[src/rtl/ist_arbiter.sv]
// Shares one ist unit among N_REQ streams with RID source tagging; 1-cycle registered request and response paths.
// Both registers stall when their sink is not ready; IST_ARB_FIXED_PRIO_EN selects fixed priority instead of round-robin.
`ifndef IST_REQ_WIDTH
`define IST_REQ_WIDTH 64
`endif
`ifndef IST_RESP_WIDTH
`define IST_RESP_WIDTH 48
`endif
`ifndef RID_WIDTH
`define RID_WIDTH 16
`endif

module ist_arbiter #(
    parameter int N_REQ   = 4,
    parameter int MAX_OUT = 8,
    parameter int SRC_W   = $clog2(N_REQ)
) (
    input  logic                              clk,
    input  logic                              arst_n,
    input  logic [N_REQ*`IST_REQ_WIDTH-1:0]   req_stream_rsc_dat,
    input  logic [N_REQ-1:0]                  req_stream_rsc_vld,
    output logic [N_REQ-1:0]                  req_stream_rsc_rdy,
    output logic [N_REQ*`IST_RESP_WIDTH-1:0]  resp_stream_rsc_dat,
    output logic [N_REQ-1:0]                  resp_stream_rsc_vld,
    input  logic [N_REQ-1:0]                  resp_stream_rsc_rdy,
    output logic [`IST_REQ_WIDTH-1:0]         ist_req_stream_rsc_dat,
    output logic                              ist_req_stream_rsc_vld,
    input  logic                              ist_req_stream_rsc_rdy,
    input  logic [`IST_RESP_WIDTH-1:0]        ist_resp_stream_rsc_dat,
    input  logic                              ist_resp_stream_rsc_vld,
    output logic                              ist_resp_stream_rsc_rdy,
    output logic                              err
);
    localparam int REQ_W  = `IST_REQ_WIDTH;
    localparam int RESP_W = `IST_RESP_WIDTH;
    localparam int RID_W  = `RID_WIDTH;
    localparam int CNT_W  = $clog2(MAX_OUT + 1);

    logic                   run_q, run_d;
    logic [CNT_W-1:0]       cnt_q [N_REQ];
    logic [CNT_W-1:0]       cnt_d [N_REQ];
    logic                   ireq_vld_q, ireq_vld_d;
    logic [REQ_W-1:0]       ireq_dat_q, ireq_dat_d;
    logic [N_REQ-1:0]       rsp_vld_q, rsp_vld_d;
    logic [RESP_W-1:0]      rsp_dat_q, rsp_dat_d;
    logic                   err_q, err_d;
`ifndef IST_ARB_FIXED_PRIO_EN
    logic [SRC_W-1:0]       ptr_q, ptr_d;
`endif

    logic [N_REQ-1:0]       elig;
    logic [N_REQ-1:0]       grant;
    logic [N_REQ-1:0]       deliver;
    logic                   found;
    logic [SRC_W-1:0]       win;
    logic [SRC_W:0]         idx;
    logic                   can_load;
    logic [REQ_W-1:0]       win_dat;
    logic [SRC_W-1:0]       rsp_src;
    logic [CNT_W-1:0]       rsp_pend;
    logic                   rsp_ok;
    logic                   rsp_accept;

    always_comb begin
        for (int i = 0; i < N_REQ; i++) begin
            elig[i] = req_stream_rsc_vld[i] && (cnt_q[i] < CNT_W'(MAX_OUT));
        end
    end

    // Scan starts at the pointer (or at 0 for fixed priority); first eligible source wins.
    always_comb begin
        found   = 1'b0;
        win     = '0;
        idx     = '0;
        grant   = '0;
        win_dat = '0;
        for (int k = 0; k < N_REQ; k++) begin
`ifdef IST_ARB_FIXED_PRIO_EN
            idx = (SRC_W+1)'(k);
`else
            idx = {1'b0, ptr_q} + (SRC_W+1)'(k);
            if (idx >= (SRC_W+1)'(N_REQ)) begin
                idx = idx - (SRC_W+1)'(N_REQ);
            end
`endif
            if (!found && elig[idx[SRC_W-1:0]]) begin
                found = 1'b1;
                win   = idx[SRC_W-1:0];
            end
        end
        for (int i = 0; i < N_REQ; i++) begin
            if (win == SRC_W'(i)) begin
                win_dat = req_stream_rsc_dat[i*REQ_W +: REQ_W];
            end
        end
        win_dat[RID_W-1 -: SRC_W] = win;
        can_load = !ireq_vld_q || ist_req_stream_rsc_rdy;
        if (run_q && can_load && found) begin
            grant[win] = 1'b1;
        end
    end

    // A response is legitimate only if its source has a request not already answered by the held response.
    always_comb begin
        rsp_src  = ist_resp_stream_rsc_dat[RID_W-1 -: SRC_W];
        deliver  = rsp_vld_q & resp_stream_rsc_rdy;
        rsp_pend = '0;
        rsp_ok   = 1'b0;
        if ({1'b0, rsp_src} < (SRC_W+1)'(N_REQ)) begin
            rsp_pend = cnt_q[rsp_src] - CNT_W'(rsp_vld_q[rsp_src]);
            rsp_ok   = (rsp_pend != '0);
        end
        ist_resp_stream_rsc_rdy = run_q && ((rsp_vld_q == '0) || (deliver != '0));
        rsp_accept = ist_resp_stream_rsc_vld && ist_resp_stream_rsc_rdy;
    end

    always_comb begin
        run_d      = 1'b1;
        ireq_vld_d = ireq_vld_q;
        ireq_dat_d = ireq_dat_q;
        rsp_vld_d  = rsp_vld_q & ~deliver;
        rsp_dat_d  = rsp_dat_q;
        err_d      = err_q;
`ifndef IST_ARB_FIXED_PRIO_EN
        ptr_d      = ptr_q;
`endif
        if (run_q && can_load) begin
            ireq_vld_d = found;
            if (found) begin
                ireq_dat_d = win_dat;
            end
        end
`ifndef IST_ARB_FIXED_PRIO_EN
        if (grant != '0) begin
            ptr_d = (win == SRC_W'(N_REQ - 1)) ? '0 : win + 1'b1;
        end
`endif
        if (rsp_accept) begin
            rsp_vld_d = '0;
            if (rsp_ok) begin
                rsp_vld_d[rsp_src]          = 1'b1;
                rsp_dat_d                   = ist_resp_stream_rsc_dat;
                rsp_dat_d[RID_W-1 -: SRC_W] = '0;
            end else begin
                err_d = 1'b1;
            end
        end
        for (int i = 0; i < N_REQ; i++) begin
            cnt_d[i] = cnt_q[i] + CNT_W'(grant[i]) - CNT_W'(deliver[i]);
        end
    end

    always_ff @(posedge clk or negedge arst_n) begin
        if (!arst_n) begin
            run_q      <= 1'b0;
            ireq_vld_q <= 1'b0;
            ireq_dat_q <= '0;
            rsp_vld_q  <= '0;
            rsp_dat_q  <= '0;
            err_q      <= 1'b0;
`ifndef IST_ARB_FIXED_PRIO_EN
            ptr_q      <= '0;
`endif
            for (int i = 0; i < N_REQ; i++) begin
                cnt_q[i] <= '0;
            end
        end else begin
            run_q      <= run_d;
            ireq_vld_q <= ireq_vld_d;
            ireq_dat_q <= ireq_dat_d;
            rsp_vld_q  <= rsp_vld_d;
            rsp_dat_q  <= rsp_dat_d;
            err_q      <= err_d;
`ifndef IST_ARB_FIXED_PRIO_EN
            ptr_q      <= ptr_d;
`endif
            for (int i = 0; i < N_REQ; i++) begin
                cnt_q[i] <= cnt_d[i];
            end
        end
    end

    assign req_stream_rsc_rdy     = grant;
    assign ist_req_stream_rsc_vld = ireq_vld_q;
    assign ist_req_stream_rsc_dat = ireq_dat_q;
    assign resp_stream_rsc_vld    = rsp_vld_q;
    assign resp_stream_rsc_dat    = {N_REQ{rsp_dat_q}};
    assign err                    = err_q;

endmodule

[config.mk]
export PLATFORM = sky130hd
export DESIGN_NAME = ist_arbiter
export DESIGN_NICKNAME = d
export VERILOG_FILES = /design/src/rtl/ist_arbiter.sv
export SDC_FILE = /design/constraint.sdc
export NUM_CORES = 1
export LEC_CHECK = 0
export BUFFER_PORTS_ARGS = -buffer_cell sky130_fd_sc_hd__clkbuf_2
export CORE_AREA = 2 2 228 230
export CTS_CLUSTER_DIAMETER = 50
export DETAILED_ROUTE_END_ITERATION = 8
export DIE_AREA = 0 0 230 232
export HOLD_SLACK_MARGIN = 0.1
export PLACE_DENSITY = 0.4
export SLEW_MARGIN = 40
export SYNTH_ARGS = -nofsm -noshare
export SYNTH_HDL_FRONTEND = slang
export SYNTH_SLANG_ARGS = --single-unit
[constraint.sdc]
create_clock -name clk -period 3.4 [get_ports clk]
set_input_delay 0.68 -clock clk [delete_from_list [all_inputs] [get_ports clk]]
set_output_delay 0.68 -clock clk [all_outputs]
set_load 0.05 [all_outputs]
==> results of run 1 <==
-- worst max-delay path: stages, from the launching register on --
cell,delay (ns)
dfrtp_1,0.43
nand2b_1,0.21
or3b_2,0.49
nand3_2,0.15
inv_1,0.12
ha_4,0.23
and2_2,0.23
buf_12,0.16
-- placed cells by master (no fill, tap or decap), types with 3 or more instances in the layout --
master	synthesis	routed
mux4_2	3	3
fa_1	4	4
nand2_1	65	65
clkbuf_2	0	561
buf_4	146	25
dfrtp_1	135	135
o31ai_1	64	64
nor2_1	4	3
and2_1	8	4
and2_2	0	4
inv_1	33	33
clkbuf_16	0	17
a21o_1	6	6
xnor2_1	11	11
a21oi_1	5	5
o21ai_0	3	3
conb_1	2	9
nand2b_1	5	5
ha_4	0	3
a221oi_1	62	62
nand3b_1	5	5
inv_6	0	4
buf_12	0	13
mux2_2	109	109
nor2b_1	125	125
clkinvlp_4	0	4
ha_1	21	17
-- through the flow --
step | hold slack (ns) | instance area, µm²
CTS | 0.1467 | 12570
floorplan | 0.3844 | 9176
global route | 0.1647 | 12580
global placement | 0.4723 | 11970
finish | 0.1613 | 12580
detailed placement | 0.4832 | 11970
-- registers in the layout, summed over array words and instances (netlist names) --
register / count
cnt_q: 16
err: 1
ist_req_stream_rsc_dat: 64
ist_req_stream_rsc_vld: 1
ptr_q: 2
resp_stream_rsc_vld: 4
rsp_dat_q: 46
run_q: 1
-- layer usage --
metal,up-vias,share of wire,track usage
li1,3885,-,-
met1,3874,0.41,0.1451
met2,371,0.51,0.2268
met3,29,0.068,0.04556
met4,2,0.016,0.03931
met5,-,0.00029,0
-- worst min-delay path by stage --
stage                     slack, ns       endpoint  cells past startpoint
after detailed placement       0.48            err                      1
after global placement         0.47            err                      1
final                          0.16   rsp_dat_q[9]                      1
after floorplan                0.38       cnt_q[0]                      0
after CTS                      0.15   rsp_dat_q[9]                      1
after global routing           0.16  rsp_dat_q[34]                      1
-- logic make-up after synthesis --
logic type,synth area share
xor+xnor,0.01327
compound gates,0.1344
simple gates,0.1359
buf+inv,0.1636
fa+ha+maj,0.03749
flops,0.3694
mux,0.1452
other cells,0.0008212
-- timing repair --
item | 4_1_cts | 5_1_grt
hold buffers | 0 | 0
endpoints found under the setup margin | 0 | 1
gates resized for setup | 0 | 1
-- cell type report --
class                   count  area [µm²]
repair buffers            600        3267
clock inverters            14       165.2
inverters                  33       123.9
multi-input cells         539        4354
clock buffers              18       439.2
well taps                 680       850.8
fillers                  5541       38310
flip-flops and latches    135        3378
diodes                      1       2.502
==> impl_metrics.json, run 1 <==
{
  "worstMarginPinSlew_ns": 0.7679,
  "ys.flop_type": "dfrtp_1",
  "critical_path_class": "flop to primary output",
  "grt_pass1_vias": 8076,
  "cap_violations": 0,
  "die_y_um": 232,
  "h-tree-depth": 4,
  "nets": 1667,
  "final_util": 0.2472,
  "clkTransAtPathRegs_ns": 0.07,
  "critPathRequiredTime_ns": 2.72,
  "cp.arrival_ns": 2.50,
  "antenna_found_initial": 2,
  "finalSetupViolCount": 0,
  "run_status": "finished clean",
  "die_x_um": 230,
  "io_buffers": 566,
  "rows": 83,
  "wl_um": 34710,
  "avgRoutedWirePerCell_um": 17.19,
  "crit_path_end": "req_stream_rsc_rdy[1]",
  "ys_warn_count": 0,
  "track_usage": 0.1287,
  "detailed_place_hpwl_um": 27940,
  "yosysTopAreaCellShare": 0.3694,
  "hold_class": "input port to async pin",
  "async_flop_share": 1.000,
  "via_count": 8161,
  "timing.final.ws_setup_ns": 0.2225,
  "drtPass1Iterations": 4,
  "clock-sinks": 135,
  "ioPinCount": 583,
  "grt_pass1_wl_um": 50250,
  "rsz0062_at_grt": "false",
  "synth_seq_area_share": 0.3694,
  "synth-edff-count": 0,
  "setup_tns_ns": 0,
  "finalNonFillerCells": 2020,
  "start_util": 0.1797,
  "hold_violations": 0,
  "yosysUniqueCellTypes": 48,
  "drc_errors": 0,
  "clock_skew_ns": 0.01465,
  "cts_root_buf": "clkbuf_16",
  "grt_max_degree": 79,
  "min_period_ns": 3.177,
  "r2r_cells": 11,
  "startpoint_type": "flop",
  "yosysTopAreaCell": "dfrtp_1",
  "syn2layout_area_growth_pct": 37.57,
  "core_mm2": 0.05089,
  "slew_headroom": 0.4881,
  "r2r_setup_slack_ns": 0.58,
  "synth_common_cells": "buf_4, dfrtp_1, nor2b_1, mux2_2, nand2_1",
  "place_congestion": 0.8039,
  "ys_top_cells_by_area": "dfrtp_1, mux2_2, buf_4",
  "cp-end-kind": "primary output",
  "crit_fanout": 8,
  "viasPerCell": 4.040,
  "drt_iter0_markers": 200,
  "max_freq_ghz": 0.3147,
  "syn_avg_cell_area_um2": 10.06,
  "worst_skew_pair.late_latency_ns": 0.48,
  "crit_start": "cnt_q[7]",
  "drive_above_1_share": 0.5676,
  "synth_cells": 909,
  "synth_seq_cells": 135,
  "r2r-end": "ist_req_stream_rsc_dat[61]",
  "pre_cts_slack_ns": 0.1510,
  "cts_buffers": 17,
  "dieArea_mm2": 0.05336,
  "placed_cells": 1987,
  "cts_buffer_depth": 2,
  "finalMaxSlewViolations": 0,
  "cts_tree": "built",
  "grt_overflow": 0,
  "yosysMostFrequentCell": "buf_4",
  "ant_nets": 0,
  "finalCritPeriodShare": 0.9346,
  "r2r_start": "cnt_q[7]",
  "syn_area_mm2": 0.009145,
  "post_cts_buffers": 0
}
Power of run 1 is left out: the tool's default activity adds up to more than one toggle a clock period on the data nets, which glitch-free logic cannot reach.
==> run 2: changes to the inputs <==
--- a/config.mk
+++ b/config.mk
@@ -6,12 +6,14 @@
 export NUM_CORES = 1
 export LEC_CHECK = 0
 export BUFFER_PORTS_ARGS = -buffer_cell sky130_fd_sc_hd__clkbuf_2
+export CELL_PAD_IN_SITES_DETAIL_PLACEMENT = 0
+export CELL_PAD_IN_SITES_GLOBAL_PLACEMENT = 1
 export CORE_AREA = 2 2 228 230
 export CTS_CLUSTER_DIAMETER = 50
 export DETAILED_ROUTE_END_ITERATION = 8
 export DIE_AREA = 0 0 230 232
 export HOLD_SLACK_MARGIN = 0.1
-export PLACE_DENSITY = 0.4
+export PLACE_DENSITY = 0.51
 export SLEW_MARGIN = 40
 export SYNTH_ARGS = -nofsm -noshare
 export SYNTH_HDL_FRONTEND = slang
==> run 2 against run 1 <==
Register-to-register slack lost 0.35 ns. Worst hold slack better by 0.27 ns. Critical path depth is the same. Clock skew is 0.0034 ns lower. First-iteration DRC count fell by 1.0%. Sequential share of layout area decreased by 0.24 points. Wire length grew 3.9%. Global-route usage up 0.53 points. Non-clock buffer count grew 14. Clock-buffer cell count rose by 2.
==> impl_metrics.json, run 2 (synthesis results as in run 1) <==
{
  "run_status": "finished clean",
  "hold_class": "input port to flop",
  "crit_fanout": 7,
  "syn2layout_area_growth_pct": 38.83,
  "viasPerCell": 4.031,
  "detailed_place_hpwl_um": 28760,
  "min_from": "ist_resp_stream_rsc_dat[11]",
  "cts_root_buf": "clkbuf_16",
  "grt_pass1_wl_um": 52630,
  "ant_nets": 0,
  "critPathRequiredTime_ns": 2.72,
  "place_congestion": 0.7959,
  "clock-sinks": 135,
  "die_x_um": 230,
  "cap_violations": 0,
  "worstMarginPinSlew_ns": 0.6057,
  "min_period_ns": 3.245,
  "avgRoutedWirePerCell_um": 17.72,
  "finalSetupViolCount": 0,
  "final_common_cell": "clkbuf_2",
  "cts_tree": "built",
  "path_cells": "nand2b_1, or3b_2, nand3_1, inv_1, ha_4, and2_2, buf_2",
  "grt_overflow": 0,
  "worst_skew_pair.late_latency_ns": 0.47,
  "track_usage": 0.1340,
  "crit_cells": 7,
  "hold_end": "rsp_dat_q[11]",
  "timing.final.ws_setup_ns": 0.1553,
  "clkTransAtPathRegs_ns": 0.06,
  "antenna_found_initial": 4,
  "drt_iter0_markers": 198,
  "num-fill-cells": 5608,
  "start_util": 0.1797,
  "cp-end-kind": "primary output",
  "critical_path_class": "flop to primary output",
  "r2r-end": "ist_req_stream_rsc_dat[49]",
  "critPathTopFamily": "simple AND/OR/NAND/NOR gates",
  "dieArea_mm2": 0.05336,
  "drtPass1Iterations": 4,
  "rsz0062_at_grt": "false",
  "setup_tns_ns": 0,
  "finalCritPeriodShare": 0.9543,
  "max_stage_delay_ns": 0.46,
  "final_util": 0.2495,
  "place_area_mm2": 0.01205,
  "startpoint_type": "flop",
  "hold_violations": 0,
  "slew_headroom": 0.5962,
  "stdcell_area_mm2": 0.01270,
  "grt_pass1_vias": 8563,
  "wl_um": 36060,
  "cts_buffers": 17,
  "cp.arrival_ns": 2.56,
  "h-tree-depth": 4,
  "r2r_setup_slack_ns": 0.23,
  "clock_skew_ns": 0.01130,
  "critical-path-slowest-cell": "or3b_2",
  "finalMaxSlewViolations": 0,
  "r2r_start": "cnt_q[7]",
  "nets": 1681,
  "io_buffers": 566,
  "via_count": 8203,
  "pre_cts_slack_ns": -0.04475,
  "drc_errors": 0,
  "drive_above_1_share": 0.5706,
  "cts_buffer_depth": 2,
  "final_cell_mix": "clkbuf_2, dfrtp_1, nor2b_1, mux2_2, nand2_1",
  "max_freq_ghz": 0.3082,
  "grt_max_degree": 66,
  "worst-path-buf-inv": 2,
  "largest_register_ffs": 64,
  "ioPinCount": 583,
  "rows": 83,
  "r2r_cells": 11,
  "core_mm2": 0.05089,
  "whs_path_depth": 2,
  "die_y_um": 232
}
## run 2: changes by cell type in the layout (fill, tap and decap cells not counted), sizes merged
cell and delta:
diode +1, buf +11, clkinv +1, clkbuf +4, clkinvlp -1, inv -2
dlygate4sd3 +1
## run 2: how the worst max path moves through the flow
stage / endpoint / from
floorplan: cnt_q[5] / req_stream_rsc_vld[0]
global placement: ist_req_stream_rsc_dat[49] / req_stream_rsc_vld[0]
detailed placement: ist_req_stream_rsc_dat[49] / req_stream_rsc_vld[1]
CTS: req_stream_rsc_rdy[2] / cnt_q[7]
global route: req_stream_rsc_rdy[3] / cnt_q[7]
finish: req_stream_rsc_rdy[3] / cnt_q[7]
## run 2: per-layer routing
metal,share of wire,vias to the layer above,track usage
li1,-,3896,-
met1,0.40,3882,0.1492
met2,0.50,390,0.2347
met3,0.086,31,0.05427
met4,0.012,4,0.03790
met5,0.00067,-,0
## run 2: layout make-up
cell class | instances | area [µm²] | share of cell area
Timing Repair Buffer | 614 | 3382 | 0.2664
Antenna cell | 2 | 5.005 | 0.0003942
Clock inverter | 12 | 140.1 | 0.01104
Sequential cell | 135 | 3378 | 0.2661
Multi-Input combinational cell | 539 | 4349 | 0.3426
Clock buffer | 20 | 466.7 | 0.03676
Inverter | 33 | 123.9 | 0.009757
Tap cell | 680 | 850.8 | 0.06702
## run 2: what timing repair did
item	CTS	global route
hold buffers	1	0
setup buffers	3	0
pin swaps	1	0
resized for setup	1	4
hold endpoints to repair	33	0
cloned	0	0
setup endpoints to repair	1	3
## run 2: stage by stage
stage          hold WS (ns)  cells
5_1_grt              0.4012   2033
3_3_place_gp         0.4686   1997
2_1_floorplan        0.3844    916
6_report             0.4283   2035
4_1_cts              0.3727   2033
3_5_place_dp         0.4670   1997
Power of run 2 is left out for the same reason.
==> run 3: changes to the inputs <==
--- a/config.mk
+++ b/config.mk
@@ -8,12 +8,13 @@
 export BUFFER_PORTS_ARGS = -buffer_cell sky130_fd_sc_hd__clkbuf_2
 export CELL_PAD_IN_SITES_DETAIL_PLACEMENT = 0
 export CELL_PAD_IN_SITES_GLOBAL_PLACEMENT = 1
-export CORE_AREA = 2 2 228 230
+export CORE_AREA = 2 2 226 228
 export CTS_CLUSTER_DIAMETER = 50
 export DETAILED_ROUTE_END_ITERATION = 8
-export DIE_AREA = 0 0 230 232
+export DIE_AREA = 0 0 228 230
+export GPL_ROUTABILITY_DRIVEN = 0
 export HOLD_SLACK_MARGIN = 0.1
-export PLACE_DENSITY = 0.51
+export PLACE_DENSITY = 0.54
 export SLEW_MARGIN = 40
 export SYNTH_ARGS = -nofsm -noshare
 export SYNTH_HDL_FRONTEND = slang
==> constraint.sdc (replaced) <==
create_clock -name clk -period 2.85 [get_ports clk]
set_input_delay 0.57 -clock clk [delete_from_list [all_inputs] [get_ports clk]]
set_output_delay 0.57 -clock clk [all_outputs]
set_load 0.05 [all_outputs]
==> run 3 against run 2 <==
Non-clock buffer count increased by 21. Die area decreased by 1.7%. Critical path depth grew 5. Design area increased by 2.3%. Cell count rose by 0.59%. Critical endpoint is now ist_req_stream_rsc_dat[34].
==> impl_metrics.json, run 3 (synthesis results as in run 1) <==
{
  "finalMaxSlewViolations": 0,
  "run_status": "finished clean",
  "cts_buffers": 17,
  "hold_end": "rsp_dat_q[11]",
  "max_freq_ghz": 0.3627,
  "rows": 82,
  "cts_buffer_depth": 2,
  "die_x_um": 228,
  "drive_above_1_share": 0.5859,
  "r2r-end": "ist_req_stream_rsc_dat[34]",
  "grt_use_met2": 0.2417,
  "timing.final.ws_setup_ns": 0.09275,
  "r2r_setup_slack_ns": 0.09,
  "cts_root_buf": "clkbuf_16",
  "clock-sinks": 135,
  "core_mm2": 0.04986,
  "ioPinCount": 583,
  "grt_overflow": 0,
  "viasPerCell": 4.049,
  "wl_um": 36260,
  "cpMostUsedCell": "buf_4",
  "critPathRequiredTime_ns": 3.20,
  "pre_cts_slack_ns": -0.2089,
  "drtPass1Iterations": 4,
  "ant_nets": 0,
  "dieArea_mm2": 0.05244,
  "io_buffers": 566,
  "worst_skew_pair.late_latency_ns": 0.47,
  "r2r_start": "cnt_q[15]",
  "cp.arrival_ns": 3.10,
  "final_common_cell": "clkbuf_2",
  "setup_tns_ns": 0,
  "via_count": 8288,
  "whs_path_depth": 2,
  "track_usage": 0.1374,
  "min_from": "ist_resp_stream_rsc_dat[11]",
  "final_cell_mix": "clkbuf_2, dfrtp_1, nor2b_1, mux2_2, nand2_1",
  "start_util": 0.1834,
  "hold_class": "input port to flop",
  "h-tree-depth": 4,
  "path_cells": "and3b_2, nor3b_2, o22a_1, inv_2, buf_4, ha_4, buf_4, buf_12, buf_4, a221oi_1, o31ai_1, mux2_2",
  "nets": 1702,
  "largest_register_ffs": 64,
  "clock_skew_ns": 0.01132,
  "r2r_cells": 12,
  "critical_path_class": "flop to flop",
  "grt_max_degree": 89,
  "holdWs_ns": 0.3153,
  "detailed_place_hpwl_um": 29130,
  "syn2layout_area_growth_pct": 41.99,
  "crit_fanout": 30,
  "finalCritPeriodShare": 0.9675,
  "cts_tree": "built",
  "grt_util_met1": 0.1525,
  "drt_iter0_markers": 241,
  "antenna_found_initial": 1,
  "avgRoutedWirePerCell_um": 17.71,
  "hold_violations": 0,
  "grt_pass1_wl_um": 53070,
  "grt_use_met3": 0.04985,
  "die_y_um": 230,
  "cp-end-kind": "flop",
  "crit_start": "cnt_q[15]",
  "critical-path-slowest-cell": "dfrtp_1",
  "grt_pass1_vias": 8578,
  "cap_violations": 0,
  "clkTransAtPathRegs_ns": 0.06,
  "num-fill-cells": 5464,
  "min_period_ns": 2.757,
  "drc_errors": 0,
  "finalSetupViolCount": 0,
  "gr-max-usage-layer": "met2",
  "startpoint_type": "flop",
  "max_stage_delay_ns": 0.39
}
-- run 3: what timing repair did --
item	CTS	global route
hold buffers	1	0
gates resized for setup	3	10
hold endpoints to repair	36	0
pin swaps	5	3
setup buffers	9	4
endpoints found under the setup margin	6	18
-- run 3: how the worst max path moves through the flow --
stage	end	slack, ns	depth (start not counted)
floorplan	cnt_q[5]	-0.01	10
global placement	ist_req_stream_rsc_dat[49]	-0.16	11
detailed placement	ist_req_stream_rsc_dat[49]	-0.21	11
CTS	req_stream_rsc_rdy[0]	0.001	7
global route	ist_req_stream_rsc_dat[34]	-0.003	12
finish	ist_req_stream_rsc_dat[34]	0.09	12
-- run 3: per-layer routing --
| layer | share of wire | up-vias | wire, µm |
|---|---|---|---|
| li1 | - | 3942 | - |
| met1 | 0.39 | 3914 | 14310 |
| met2 | 0.50 | 396 | 18300 |
| met3 | 0.078 | 36 | 2813 |
| met4 | 0.023 | 0 | 839 |
| met5 | 0 | - | 0 |
-- run 3: final cells by class --
cell class                      instances  area (µm²)  share of cell area
Inverter                               33       123.9            0.009539
Antenna cell                            1       2.502           0.0001927
Clock buffer                           18       429.2             0.03305
Multi-Input combinational cell        539        4439              0.3419
Tap cell                              672       840.8             0.06475
Sequential cell                       135        3379              0.2603
Timing Repair Buffer                  635        3572              0.2751
Clock inverter                         14       197.7             0.01522
-- run 3: worst max-delay path, delay by kind of cell, from the launching register on --
family,cells,cell delay (ns)
simple gates,2,0.41
mux,1,0.27
buf+inv,5,0.68
flops,1,0.39
fa+ha+maj,1,0.17
compound gates,3,0.66
-- run 3: metrics by stage --
| stage | utilization | cell area [µm²] | instances |
|---|---|---|---|
| 2_1_floorplan | - | 9296 | 916 |
| 3_3_place_gp | 0.2442 | 12180 | 2000 |
| 4_1_cts | 0.2591 | 12920 | 2042 |
| 3_5_place_dp | 0.2442 | 12180 | 2000 |
| 6_report | 0.2604 | 12990 | 2047 |
| 5_1_grt | 0.2604 | 12980 | 2046 |
Power of run 3 is left out for the same reason.
